--- config.mk ---
export PLATFORM = sky130hd
export DESIGN_NAME = render_sprite
export DESIGN_NICKNAME = d
export VERILOG_FILES = /design/src/rtl/render_pkg.sv /design/src/rtl/raster_ctr.sv /design/src/rtl/render_sprite.sv
export SDC_FILE = /design/constraint.sdc
export NUM_CORES = 1
export LEC_CHECK = 0
export CORE_UTILIZATION = 57
export CTS_BUF_LIST = sky130_fd_sc_hd__clkbuf_16
export CTS_CLUSTER_DIAMETER = 150
export DETAILED_ROUTE_END_ITERATION = 8
export PLACE_DENSITY = 0.93
export SYNTH_ARGS = -nofsm -noshare
export SYNTH_HDL_FRONTEND = slang
export SYNTH_HIERARCHICAL = 1
export SYNTH_SLANG_ARGS = --single-unit
export TNS_END_PERCENT = 5
--- constraint.sdc ---
create_clock -name clk -period 8.79 [get_ports clk]
set_clock_uncertainty 0.1 [all_clocks]
set_input_delay 0.879 -clock clk [delete_from_list [all_inputs] [get_ports clk]]
set_output_delay 0.879 -clock clk [all_outputs]
set_load 0.01 [all_outputs]
--- src/rtl/render_pkg.sv ---
// Shared types and defaults for the sprite renderer.
// Holds the FSM encoding and the address width.
package render_pkg;

  localparam int ADDR_W = 19;
  localparam int DEF_SCR_W = 640;
  localparam int DEF_SCR_H = 480;
  localparam logic [15:0] DEF_KEY = 16'hF81F;

  typedef enum logic [1:0] {
    S_IDLE,
    S_READ,
    S_DRAIN,
    S_DONE
  } state_t;

endpackage

--- src/rtl/raster_ctr.sv ---
// Column/row raster counter for one tile.
// Column is the inner index; both wrap at their power-of-two size.
module raster_ctr #(
  parameter int W = 32,
  parameter int H = 32
) (
  input  logic                 clk,
  input  logic                 rstn,
  input  logic                 en,
  output logic [$clog2(H)-1:0] row,
  output logic [$clog2(W)-1:0] col,
  output logic                 last
);

  localparam int CW = $clog2(W);
  localparam int RW = $clog2(H);

  logic col_end;

  assign col_end = (col == CW'(W - 1));
  assign last    = col_end && (row == RW'(H - 1));

  always_ff @(posedge clk) begin
    if (!rstn) begin
      row <= '0;
      col <= '0;
    end else if (en) begin
      if (col_end) begin
        col <= '0;
        row <= row + RW'(1);
      end else begin
        col <= col + CW'(1);
      end
    end
  end

endmodule

--- src/rtl/render_sprite.sv ---
// Tile blitter: reads a tile from an external ROM and writes it
// into the framebuffer with flip, clipping and colour-key.
module render_sprite
  import render_pkg::*;
#(
  parameter int          TILE_W = 32,
  parameter int          TILE_H = 32,
  parameter int          SCR_W  = DEF_SCR_W,
  parameter int          SCR_H  = DEF_SCR_H,
  parameter logic [15:0] KEY    = DEF_KEY
) (
  input  logic              clk,
  input  logic              rstn,
  input  logic              start,
  input  logic [ADDR_W-1:0] tile_id,
  input  logic [9:0]        top,
  input  logic [9:0]        left,
  input  logic              flip_h,
  input  logic              flip_v,
  input  logic              key_en,
  output logic              busy,
  output logic              done,
  output logic [ADDR_W-1:0] src_addr,
  input  logic [15:0]       src_data,
  output logic [ADDR_W-1:0] dst_addr,
  output logic [15:0]       dst_data,
  output logic              dst_wr
);

  localparam int LW = $clog2(TILE_W);
  localparam int LH = $clog2(TILE_H);
  localparam int TB = LW + LH;
  localparam logic [31:0] SW = SCR_W;
  localparam logic [31:0] SH = SCR_H;

  state_t state;
  logic [1:0] drain_cnt;

  logic [ADDR_W-1:0] tile_q;
  logic [9:0]        top_q;
  logic [9:0]        left_q;
  logic              fh_q;
  logic              fv_q;
  logic              key_q;

  logic [LH-1:0] row;
  logic [LW-1:0] col;
  logic          last;
  logic          idle_go;
  logic          issue;

  assign idle_go = (state == S_IDLE) && start;
  assign issue   = idle_go || (state == S_READ);

  raster_ctr #(
    .W(TILE_W),
    .H(TILE_H)
  ) u_ctr (
    .clk (clk),
    .rstn(rstn),
    .en  (issue),
    .row (row),
    .col (col),
    .last(last)
  );

  // Pixel 0 is issued on the accept edge, so it uses the live inputs.
  logic [ADDR_W-1:0] tid_c;
  logic [9:0]        top_c;
  logic [9:0]        left_c;
  logic              fh_c;
  logic              fv_c;

  assign tid_c  = idle_go ? tile_id : tile_q;
  assign top_c  = idle_go ? top     : top_q;
  assign left_c = idle_go ? left    : left_q;
  assign fh_c   = idle_go ? flip_h  : fh_q;
  assign fv_c   = idle_go ? flip_v  : fv_q;

  logic [LH-1:0]     sr;
  logic [LW-1:0]     sc;
  logic [ADDR_W-1:0] src_next;
  logic [10:0]       x_c;
  logic [10:0]       y_c;
  logic              in_c;
  logic [ADDR_W-1:0] lin_c;

  assign sr       = fv_c ? ~row : row;
  assign sc       = fh_c ? ~col : col;
  assign src_next = (tid_c << TB) + ADDR_W'({sr, sc});
  assign x_c      = {1'b0, left_c} + 11'(col);
  assign y_c      = {1'b0, top_c} + 11'(row);
  assign in_c     = (32'(x_c) < SW) && (32'(y_c) < SH);
  assign lin_c    = ADDR_W'(32'(y_c) * SW + 32'(x_c));

  always_ff @(posedge clk) begin
    if (!rstn) begin
      state     <= S_IDLE;
      drain_cnt <= '0;
      busy      <= 1'b0;
      done      <= 1'b0;
      tile_q    <= '0;
      top_q     <= '0;
      left_q    <= '0;
      fh_q      <= 1'b0;
      fv_q      <= 1'b0;
      key_q     <= 1'b0;
    end else begin
      unique case (state)
        S_IDLE: begin
          done <= 1'b0;
          if (start) begin
            state  <= S_READ;
            busy   <= 1'b1;
            tile_q <= tile_id;
            top_q  <= top;
            left_q <= left;
            fh_q   <= flip_h;
            fv_q   <= flip_v;
            key_q  <= key_en;
          end
        end
        S_READ: begin
          if (last) begin
            state     <= S_DRAIN;
            drain_cnt <= '0;
          end
        end
        S_DRAIN: begin
          drain_cnt <= drain_cnt + 2'd1;
          // Wait out the ROM and output-register slots of the last pixel.
          if (drain_cnt == 2'd2) begin
            state <= S_DONE;
            busy  <= 1'b0;
            done  <= 1'b1;
          end
        end
        S_DONE: begin
          state <= S_IDLE;
          done  <= 1'b0;
        end
        default: state <= S_IDLE;
      endcase
    end
  end

  logic              v1, v2;
  logic              in1, in2;
  logic [ADDR_W-1:0] a1, a2;

  always_ff @(posedge clk) begin
    if (!rstn) begin
      src_addr <= '0;
      v1       <= 1'b0;
      v2       <= 1'b0;
      in1      <= 1'b0;
      in2      <= 1'b0;
      a1       <= '0;
      a2       <= '0;
      dst_wr   <= 1'b0;
      dst_addr <= '0;
      dst_data <= '0;
    end else begin
      v1 <= issue;
      if (issue) begin
        src_addr <= src_next;
        a1       <= lin_c;
        in1      <= in_c;
      end
      v2  <= v1;
      a2  <= a1;
      in2 <= in1;
      dst_wr <= v2 && in2 && !(key_q && (src_data == KEY));
      if (v2 && in2 && !(key_q && (src_data == KEY))) begin
        dst_addr <= a2;
        dst_data <= src_data;
      end
    end
  end

endmodule

* Yosys cells after proc, flatten, opt, wreduce, memory -nomap -nowiden
Index checks and enable logic that the tools add are counted.
Word-level totals: bits in registers 145, input port bits 61, output and inout port bits 57, word-level logic and storage cells 82
Operators by class: $add $sub $neg 7, multipliers 1, $lt $le $gt $ge 2, equal/unequal tests 10, mux-type cells 19, bitwise logic cells 2, reduce and logical (&&, ||, !) cells 19
Operators with widths (count):
- $add A10 B5 Y11 | 2
- $mux W10 | 2
- $add A19 B10 Y19 | 1
- $add A19 B11 Y19 | 1
- $eq A16 B16 Y1 const B | 1
- $mux W5 | 3
- $mul A11 B3 Y12 const B | 1
- $lt A11 B10 Y1 const B | 1
- $lt A11 B9 Y1 const B | 1
- $add A5 B1 Y5 const B | 2
- $eq A5 B5 Y1 const B | 2
- $not A5 Y5 | 2
- $mux W9 | 1
- $mux W2 | 4
- $pmux W2 S4 | 1
- $reduce_and A2 Y1 | 4
- $eq A2 B2 Y1 const B | 3
- $logic_and A1 B1 Y1 | 6
- $ne A2 B2 Y1 const B | 3
- $reduce_and A3 Y1 | 2
- $reduce_bool A2 Y1 | 3
- $mux W1 | 5
- $pmux W1 S2 | 2
- $pmux W2 S2 | 1
- other kinds (6) | 6

* Longest topological paths before layout
Gate-level depths: netlist (run 1).
depth after elaboration 6, mapped depth 25, mapped depth without buffers 22

* Hierarchy
Netlist (run 1), hierarchy kept.
Modules (own cells, without submodules):
- render_sprite | times used 1, cells each 683, area an instance 6228.5 sq um, seq. area each 2702.6 sq um
- raster_ctr | times used 1, cells each 52, area an instance 500.5 sq um, seq. area each 200.2 sq um

* Worst setup path before layout (run 1)
No wires, ideal clock.
path type input-to-reg, start input port start, end register a1[16], setup time 0.086 ns, arrival time 5.022 ns, required time 8.604 ns, slack 3.582 ns, stages 24, path buffers 4, cells stage by stage buf_6 -> and2_1 -> buf_6 -> clkbuf_1 -> clkbuf_1 -> nand2_1 -> nand2_1 -> ha_1 -> inv_1 -> fa_1 -> o21ai_0 -> a21oi_1 -> or2_1 -> nand2_1 -> inv_1 -> ha_1 -> ha_1 -> a21oi_1 -> o21ai_1 -> a21oi_1 -> xor2_1 -> nor2_1 -> xor2_1 -> a211oi_1
On the way: word-level cells in the longest chain between the ends 5, elaborated cells between the ends (all ways) 8, those cells by class add/sub (3); mul (1); mux (2); reduce/logical (2)
RTL lines:
- from (decl) | line render_sprite.sv:14 | input logic start,
- $logic_and A1 B1 Y1 * | line render_sprite.sv:52 | assign idle_go = (state == S_IDLE) && start;
- $mux W10 | line render_sprite.sv:75 | assign top_c = idle_go ? top : top_q;
- $add A10 B5 Y11 | line render_sprite.sv:92 | assign y_c = {1'b0, top_c} + 11'(row);
- $mul A11 B3 Y12 | line render_sprite.sv:94 | assign lin_c = ADDR_W'(32'(y_c) * SW + 32'(x_c));
- $add A19 B11 Y19 | line render_sprite.sv:94
- to (signal assigned) | line render_sprite.sv:167 | a1 <= lin_c;
- to (decl) | line render_sprite.sv:149 | logic [ADDR_W-1:0] a1, a2;
Mark *: on every way between the ends. The rest lies on a longest branch, timed or not. A chain may end at the register's enable or synchronous reset.

* Final worst setup path (run 1)
start input port start, end register a1[17]
Same word-level chain as after synthesis.

==> qor.log, run 1 <==
INFO  synth          synth_top_family_by_area=simple AND/OR/NAND/NOR gates
INFO  floorplanning  initial_utilization=0.5868
INFO  place          buffer_ports.inserted=107
INFO  pwr            cellPowerDensity=296.3mW/mm^2
INFO  flow_run       maxCapViolations=0
INFO  sta            tightest_slew=1094ps
INFO  synth          fraction_of_the_yosys_area_taken_by_sequential_cells=0.4314
INFO  cts            ctsResizeCount=0
INFO  sta            timing.fmax=0.1716GHz
INFO  cts            path_clk_slew=60ps
INFO  cts            clock_path_buffers=2
INFO  cts            tritoncts=yes
INFO  cells_and_area antennaDiodeCount=0
INFO  floorplanning  fp.dieW=110.7um
INFO  sta            final.period_utilization=0.6631
INFO  place          gp_congestion=0.8292
INFO  synth          synth_fp_nets=839
INFO  synth          synth_xor_area_frac=0.06173
INFO  pwr            vdd_drop_max=0.1785mV
INFO  synth          synth.top_cell.area_share=0.4314
INFO  sta            hold-worst-slack=347.9ps
INFO  cells_and_area fillerInstances=750
INFO  cts            cts_buffers=17
INFO  global_route   via_count_of_the_first_global_routing_pass=5353
INFO  floorplanning  placementRows=39
INFO  route          firstDrtPassIters=5
INFO  place          post-place-ws=2710ps
INFO  synth          synth-seq-cells=145
INFO  synth          synthesis.yosys.warnings=6
INFO  critical_path  path_max_fanout=43
INFO  sta            finalSetupViolCount=0
INFO  cells_and_area multiInputGateArea=0.003608mm^2
INFO  route          drt_drc_violations_left=0
INFO  route          totalWireLength=15290um
INFO  cells_and_area design.final.nets=939
INFO  cells_and_area layout.cells.most_common_list=dfxtp_1 (145), clkdlybuf4s50_1 (107), nand2_1 (103)
INFO  floorplanning  pin_count=118
INFO  synth          syn_avg_cell_area=9.155um^2
INFO  sta            timing.final.crit_period=5828ps
INFO  cells_and_area seqCellArea=0.002903mm^2
INFO  critical_path  critical_path.slowest_cell=clkdlybuf4s50_1
INFO  floorplanning  floorplan.core_area=0.01147mm^2
INFO  floorplanning  full_die_area=0.01224mm^2
INFO  global_route   antenna_found_initial=0
INFO  critical_path  timing.critical_path.required=9000ps
INFO  sta            rsz0062_at_grt=no
INFO  critical_path  reg2reg_from=state[0]
INFO  cts            clkSinkCount=145
INFO  global_route   overflow=0
INFO  cts            post-cts-setup-buffers=0
INFO  critical_path  cp.arrival=6040ps
INFO  cts            clk_root_buffer_cell=clkbuf_16
INFO  synth          synth_mux_area_frac=0.09539
INFO  synth          number_of_flops_mapped_to_enable_cells_by_yosys=0
INFO  critical_path  timing.critical_path.max_delay_family=simple AND/OR/NAND/NOR gates
INFO  pwr            leakage=3.447nW
INFO  critical_path  endpoint_kind=flip-flop
INFO  route          post_drt_via_cell_ratio=5.546
INFO  min_path       hold_path_depth=2
INFO  synth          simple_gate_share_of_the_synthesized_area=0.1811
INFO  synth          syn_area=0.006729mm^2
INFO  cts            ctsHtreeMaxLevel=4
INFO  sta            finalMaxSlewViolations=0
INFO  critical_path  startpoint_type_of_the_worst_setup_path=input pin
INFO  critical_path  worst_r2r_path_depth=21
INFO  synth          synthDominantAreaCellType=dfxtp_1
INFO  sta            final-hold-violation-count=0
INFO  cts            cts-hold-fix-buffers=0
INFO  critical_path  sum_of_buffers_and_inverters_on_the_critical_path=4
INFO  outcome        status=completed
INFO  global_route   grt_start_max_net_pins=107
INFO  pwr            overall_power=0.002543W
INFO  floorplanning  die_h=110.7um
INFO  cts            clock_latency_late_sink=430ps
INFO  critical_path  worstPathCellList=clkdlybuf4s50_1 > nand2_4 > mux2i_1 > inv_1 > ha_1 > a21oi_1 > inv_1 > a21oi_1 > xnor2_1 > ha_1 > ha_1 > inv_1 > fa_1 > and2b_1 > o2111ai_1 > nand3b_1 > xnor2_1 > nor4_1 > xnor2_1 > a22o_1
INFO  route          first_iter_violations=294
INFO  cells_and_area final_core_utilization=0.7483
INFO  sta            worst_slew_margin_rel=0.2705
INFO  route          via_count=5496
INFO  min_path       worst_hold_startpoint=a1[9]
INFO  synth          synth_compound_gate_area_share=0.1108
INFO  route          drtAntennaViolNets=0
INFO  critical_path  crit-reg2reg-capture=a1[17]
INFO  critical_path  r2r_setup_slack=3290ps
INFO  route          wire_per_inst=15.43um
INFO  critical_path  path_class=input pin to flip-flop
INFO  synth          synth-async-reset-ratio=0
INFO  sta            final_total_negative_setup_slack=0ps
INFO  sta            worst_slack=2962ps
INFO  global_route   global_route.usage.total=0.2585
INFO  place          dpl.hpwl=9946um
INFO  synth          count_of_distinct_cell_types_in_the_synthesized_netlist=66
INFO  critical_path  max_stage_delay=610ps
INFO  min_path       whs_endpoint=a1[9]
INFO  synth          ys_top_cells_by_area=dfxtp_1 (43%), mux2i_1 (7.3%), ha_1 (7.3%)
INFO  cells_and_area post_route_cells_drive_above_1_share=0.07193
INFO  min_path       worst_hold_path_type=flip-flop to flip-flop
INFO  synth          synth_adder_area_share=0.08442
INFO  cells_and_area final_common_cell=dfxtp_1
INFO  cells_and_area areaGrowthSynthToFinish=27.52%
INFO  synth          syn-instance-count=735
INFO  synth          synth-main-ff-cell=dfxtp_1
INFO  global_route   global_route_wire_length_before_repair=25340um
-- power breakdown --
part | total, W | internal [W] | leakage (nW) | switching (W)
sequential | 0.000832 | 0.000775 | 1.18 | 0.0000568
combinational | 0.000874 | 0.000372 | 1.93 | 0.000503
clock | 0.000836 | 0.000559 | 0.329 | 0.000277
-- through the flow --
stage | cells | area [um^2]
after floorplan | 735 | 6729
after global placement | 959 | 7893
after detailed placement | 959 | 7893
after CTS | 991 | 8581
after global routing | 991 | 8581
final | 991 | 8581
-- metal layers --
metal | GRT usage | vias to the layer above | routed length, um
met2 | 0.4381 | 197 | 7571
met5 | 0 | - | 0
met1 | 0.3061 | 2574 | 6565
met4 | 0.1120 | 0 | 331
li1 | - | 2696 | -
met3 | 0.07108 | 29 | 825
-- worst min-delay path, cell delays in order, from the launching register on --
cell and delay (ps):
dfxtp_1 300, nand2_1 50, a21oi_1 50
-- worst max-delay path by stage --
stage / from / end / slack [ps] / cells past startpoint
2_1_floorplan: start / a1[16] / 3580 / 24
3_5_place_dp: start / a1[17] / 2710 / 20
5_1_grt: start / a1[17] / 2650 / 20
6_report: start / a1[17] / 2960 / 20
4_1_cts: start / a1[17] / 2980 / 20
3_3_place_gp: start / a1[18] / 2860 / 22
-- synth_stat cells (2+ instances only) --
library cell  count
dfxtp_1         145
nand2_1         103
nor2_1           81
a21oi_1          60
mux2i_1          49
ha_1             39
xnor2_1          32
and2_1           28
clkbuf_1         21
inv_1            21
o21ai_0          14
a211oi_1         12
xor2_1           11
mux2_2            9
nand3_1           9
nor2b_1           7
nor3_1            7
buf_2             6
nand4_1           5
a21o_1            4
fa_1              4
o21ai_1           4
a21boi_0          3
a31oi_1           3
buf_6             3
nor4b_1           3
o22a_1            3
or3_1             3
and3_1            2
buf_1             2
mux2i_2           2
nand2b_1          2
nand3b_1          2
nor4_1            2
o21a_1            2
o21bai_1          2
-- final cells by class --
type                    count  area share
clock buffers              17     0.04958
multi-input cells         535      0.4205
inverters                  23     0.01006
repair buffers            113      0.1301
well taps                 143     0.02085
flip-flops and latches    145      0.3383
clock inverters            15     0.03062
-- logic make-up (layout without fill, tap and decap cells) --
family | after synthesis | after routing
and+or+nand+nor | 265 | 265
adders and majority gates | 43 | 43
muxes | 61 | 61
buffers and inverters | 55 | 168
AOI/OAI and AO/OA | 121 | 121
DFF | 145 | 145
xor gates and xnor gates | 45 | 45
-- state kept, by name, summed over array words and instances (netlist names), 9 cells and up --
name	flops
tile_q	9
a2	19
src_addr	19
dst_addr	19
a1	19
top_q	10
left_q	10
dst_data	16
No activity file was read; power rests on OpenSTA's default activity.
==> inputs of run 2 (changes only) <==
- CORE_UTILIZATION: 57 -> 48
- PLACE_DENSITY: 0.93 -> 0.85
- clock period: 8.79 -> 5.36 ns (I/O delays scaled with it)
==> run 2 against run 1 <==
Effect of this change:
- setup slack got worse by 2500 ps
- sequential power up 63%
- clock-buffer cell count unchanged
- combinational power rose by 62%
- sequential share of layout area is 0.38 points higher
- cell count grew 3.5%
- register-to-register slack got worse by 2800 ps
- power grew 50%
- non-clock buffer count up 5
- critical path depth rose by 2
- global-route usage is 5.8 points lower
- via count shrank 4.0%
==> qor.log, run 2 (synthesis results as in run 1) <==
INFO  outcome        status=completed
INFO  floorplanning  fp.dieW=120.4um
INFO  floorplanning  die_h=120.4um
INFO  pwr            clock_power_share=0.270
INFO  cells_and_area fillerInstances=1094
INFO  global_route   grt_start_max_net_pins=106
INFO  cts            path_clk_slew=50ps
INFO  floorplanning  placementRows=42
INFO  critical_path  path_max_fanout=7
INFO  pwr            cellPowerDensity=448.7mW/mm^2
INFO  pwr            internal_power=0.002510W
INFO  cts            clock_latency_late_sink=410ps
INFO  route          first_iter_violations=266
INFO  route          wire_per_inst=13.87um
INFO  global_route   via_count_of_the_first_global_routing_pass=5074
INFO  cells_and_area design.final.nets=944
INFO  route          firstDrtPassIters=5
INFO  sta            final.period_utilization=0.9170
INFO  pwr            power.share.combinational=0.374
INFO  pwr            seq_power_share=0.357
INFO  floorplanning  floorplan.core_area=0.01345mm^2
INFO  sta            worst_slew_margin_rel=0.2153
INFO  place          gp_congestion=0.9093
INFO  global_route   global_route_wire_length_before_repair=23120um
INFO  sta            tightest_slew=1176ps
INFO  cells_and_area seqCellArea=0.002903mm^2
INFO  min_path       worst_hold_startpoint=v1
INFO  place          placed_cell_area=0.007971mm^2
INFO  place          placedCellCount=997
INFO  critical_path  startpoint_type_of_the_worst_setup_path=flip-flop
INFO  global_route   global_route.usage.total=0.2009
INFO  critical_path  r2r_setup_slack=450ps
INFO  cells_and_area multiInputGateArea=0.003615mm^2
INFO  sta            timing.fmax=0.2035GHz
INFO  min_path       worst_hold_path_type=flip-flop to flip-flop
INFO  cts            ctsHtreeMaxLevel=4
INFO  cts            tritoncts=yes
INFO  sta            final-hold-violation-count=0
INFO  critical_path  worst_setup_path_endpoint=a1[18]
INFO  min_path       hold_path_depth=1
INFO  sta            final_total_negative_setup_slack=0ps
INFO  global_route   overflow=0
INFO  place          dpl.hpwl=10250um
INFO  cells_and_area final_core_utilization=0.6307
INFO  critical_path  crit-reg2reg-capture=a1[18]
INFO  place          buffer_ports.inserted=107
INFO  cts            clkSinkCount=145
INFO  cells_and_area final_common_cell=dfxtp_1
INFO  route          drtAntennaViolNets=0
INFO  sta            timing.final.crit_period=4915ps
INFO  cells_and_area finalInstanceArea=0.008484mm^2
INFO  cts            cts_buffers=17
INFO  sta            rsz0062_at_grt=no
INFO  route          routed-wl-met3=566um
INFO  route          via_count=5274
INFO  pwr            leakage=3.407nW
INFO  cells_and_area layout.cells.most_common_list=dfxtp_1 (145), clkdlybuf4s50_1 (107), nand2_1 (103)
INFO  floorplanning  full_die_area=0.01450mm^2
INFO  floorplanning  initial_utilization=0.5002
INFO  critical_path  cp.arrival=5070ps
INFO  sta            finalSetupViolCount=0
INFO  pwr            p_sw=0.001297W
INFO  route          post_drt_via_cell_ratio=5.140
INFO  flow_run       maxCapViolations=0
INFO  critical_path  worst_setup_path_startpoint=state[0]
INFO  cells_and_area antennaDiodeCount=0
INFO  floorplanning  pin_count=118
INFO  route          drt_drc_violations_left=0
INFO  critical_path  path_class=flip-flop to flip-flop
INFO  route          m1WireLength=6434um
INFO  critical_path  reg2reg_from=state[0]
INFO  cells_and_area layoutNonFillerInstCount=1026
INFO  cts            clk_root_buffer_cell=clkbuf_16
INFO  critical_path  endpoint_kind=flip-flop
INFO  critical_path  worst_r2r_path_depth=22
INFO  critical_path  timing.critical_path.required=5510ps
INFO  route          routed-wl-met2=6812um
INFO  pwr            overall_power=0.003807W
INFO  cts            clock_path_buffers=2
INFO  sta            finalMaxSlewViolations=0
INFO  cells_and_area post_route_cells_drive_above_1_share=0.07176
INFO  global_route   antenna_found_initial=0
INFO  cells_and_area areaGrowthSynthToFinish=26.09%
INFO  pwr            power.share.switching=0.3407
INFO  pwr            vdd_drop_max=0.2111mV
INFO  route          totalWireLength=14230um
INFO  route          highest_layer=met4
-- run 2: cell types whose count changed in the layout (fill, tap and decap cells not counted), sizes merged --
cell      delta
buf          +5
bufinv       -6
clkinvlp     -3
clkinv       +6
-- run 2: cell type report --
cell class | count | share of cell area
clock buffers | 17 | 0.05014
clock inverters | 12 | 0.009586
inverters | 23 | 0.01018
multi-input cells | 535 | 0.4260
flip-flops and latches | 145 | 0.3421
well taps | 176 | 0.02595
repair buffers | 118 | 0.1360
-- run 2: per-stage QoR --
stage                     worst slack [ps]  hold WS (ps)
final                                445.1         346.3
after CTS                            294.5         348.7
after detailed placement             166.7         339.5
after floorplan                      421.2         311.9
after global routing                 54.35         369.1
after global placement               267.2         315.5
-- run 2: worst max-delay path, cell delays in order, from the launching register on --
cell and delay [ps]:
dfxtp_1 320, inv_1 110, ha_1 390, and2_2 320, nand2_1 90, nand2_1 70
ha_1 150, inv_1 60, fa_1 390, o21ai_0 300, a21oi_1 150, or2_1 250
nand2_1 110, inv_1 70, ha_1 290, ha_1 260, a2111oi_0 380, o21ai_0 150
o21ai_0 120, xor2_1 280, nor4_2 90, xnor2_1 230, o31ai_2 80
-- run 2: what timing repair did --
item                       in CTS  in global routing
resized for setup               0                  2
hold buffers                    0                  0
buffers inserted                0                  0
setup endpoints to repair       0                  4
-- run 2: layer usage --
layer  global-route usage  up-vias
met2               0.3344      143
met3              0.04575       25
met1               0.2478     2403
li1                     -     2703
met4              0.08873        0
met5                    0        -
-- run 2: worst min path at each step --
stage / to
detailed placement: v2
global route: v2
floorplan: v2
global placement: v2
finish: v2
CTS: a1[9]
-- run 2: power by group through the flow --
stage                     logic, W  clock network, W  registers (W)
after floorplan            0.00103                 0        0.00138
after global placement     0.00137                 0        0.00137
after detailed placement   0.00140                 0        0.00138
after CTS                  0.00142           0.00105        0.00136
after global routing       0.00157           0.00110        0.00138
final                      0.00142           0.00103        0.00136
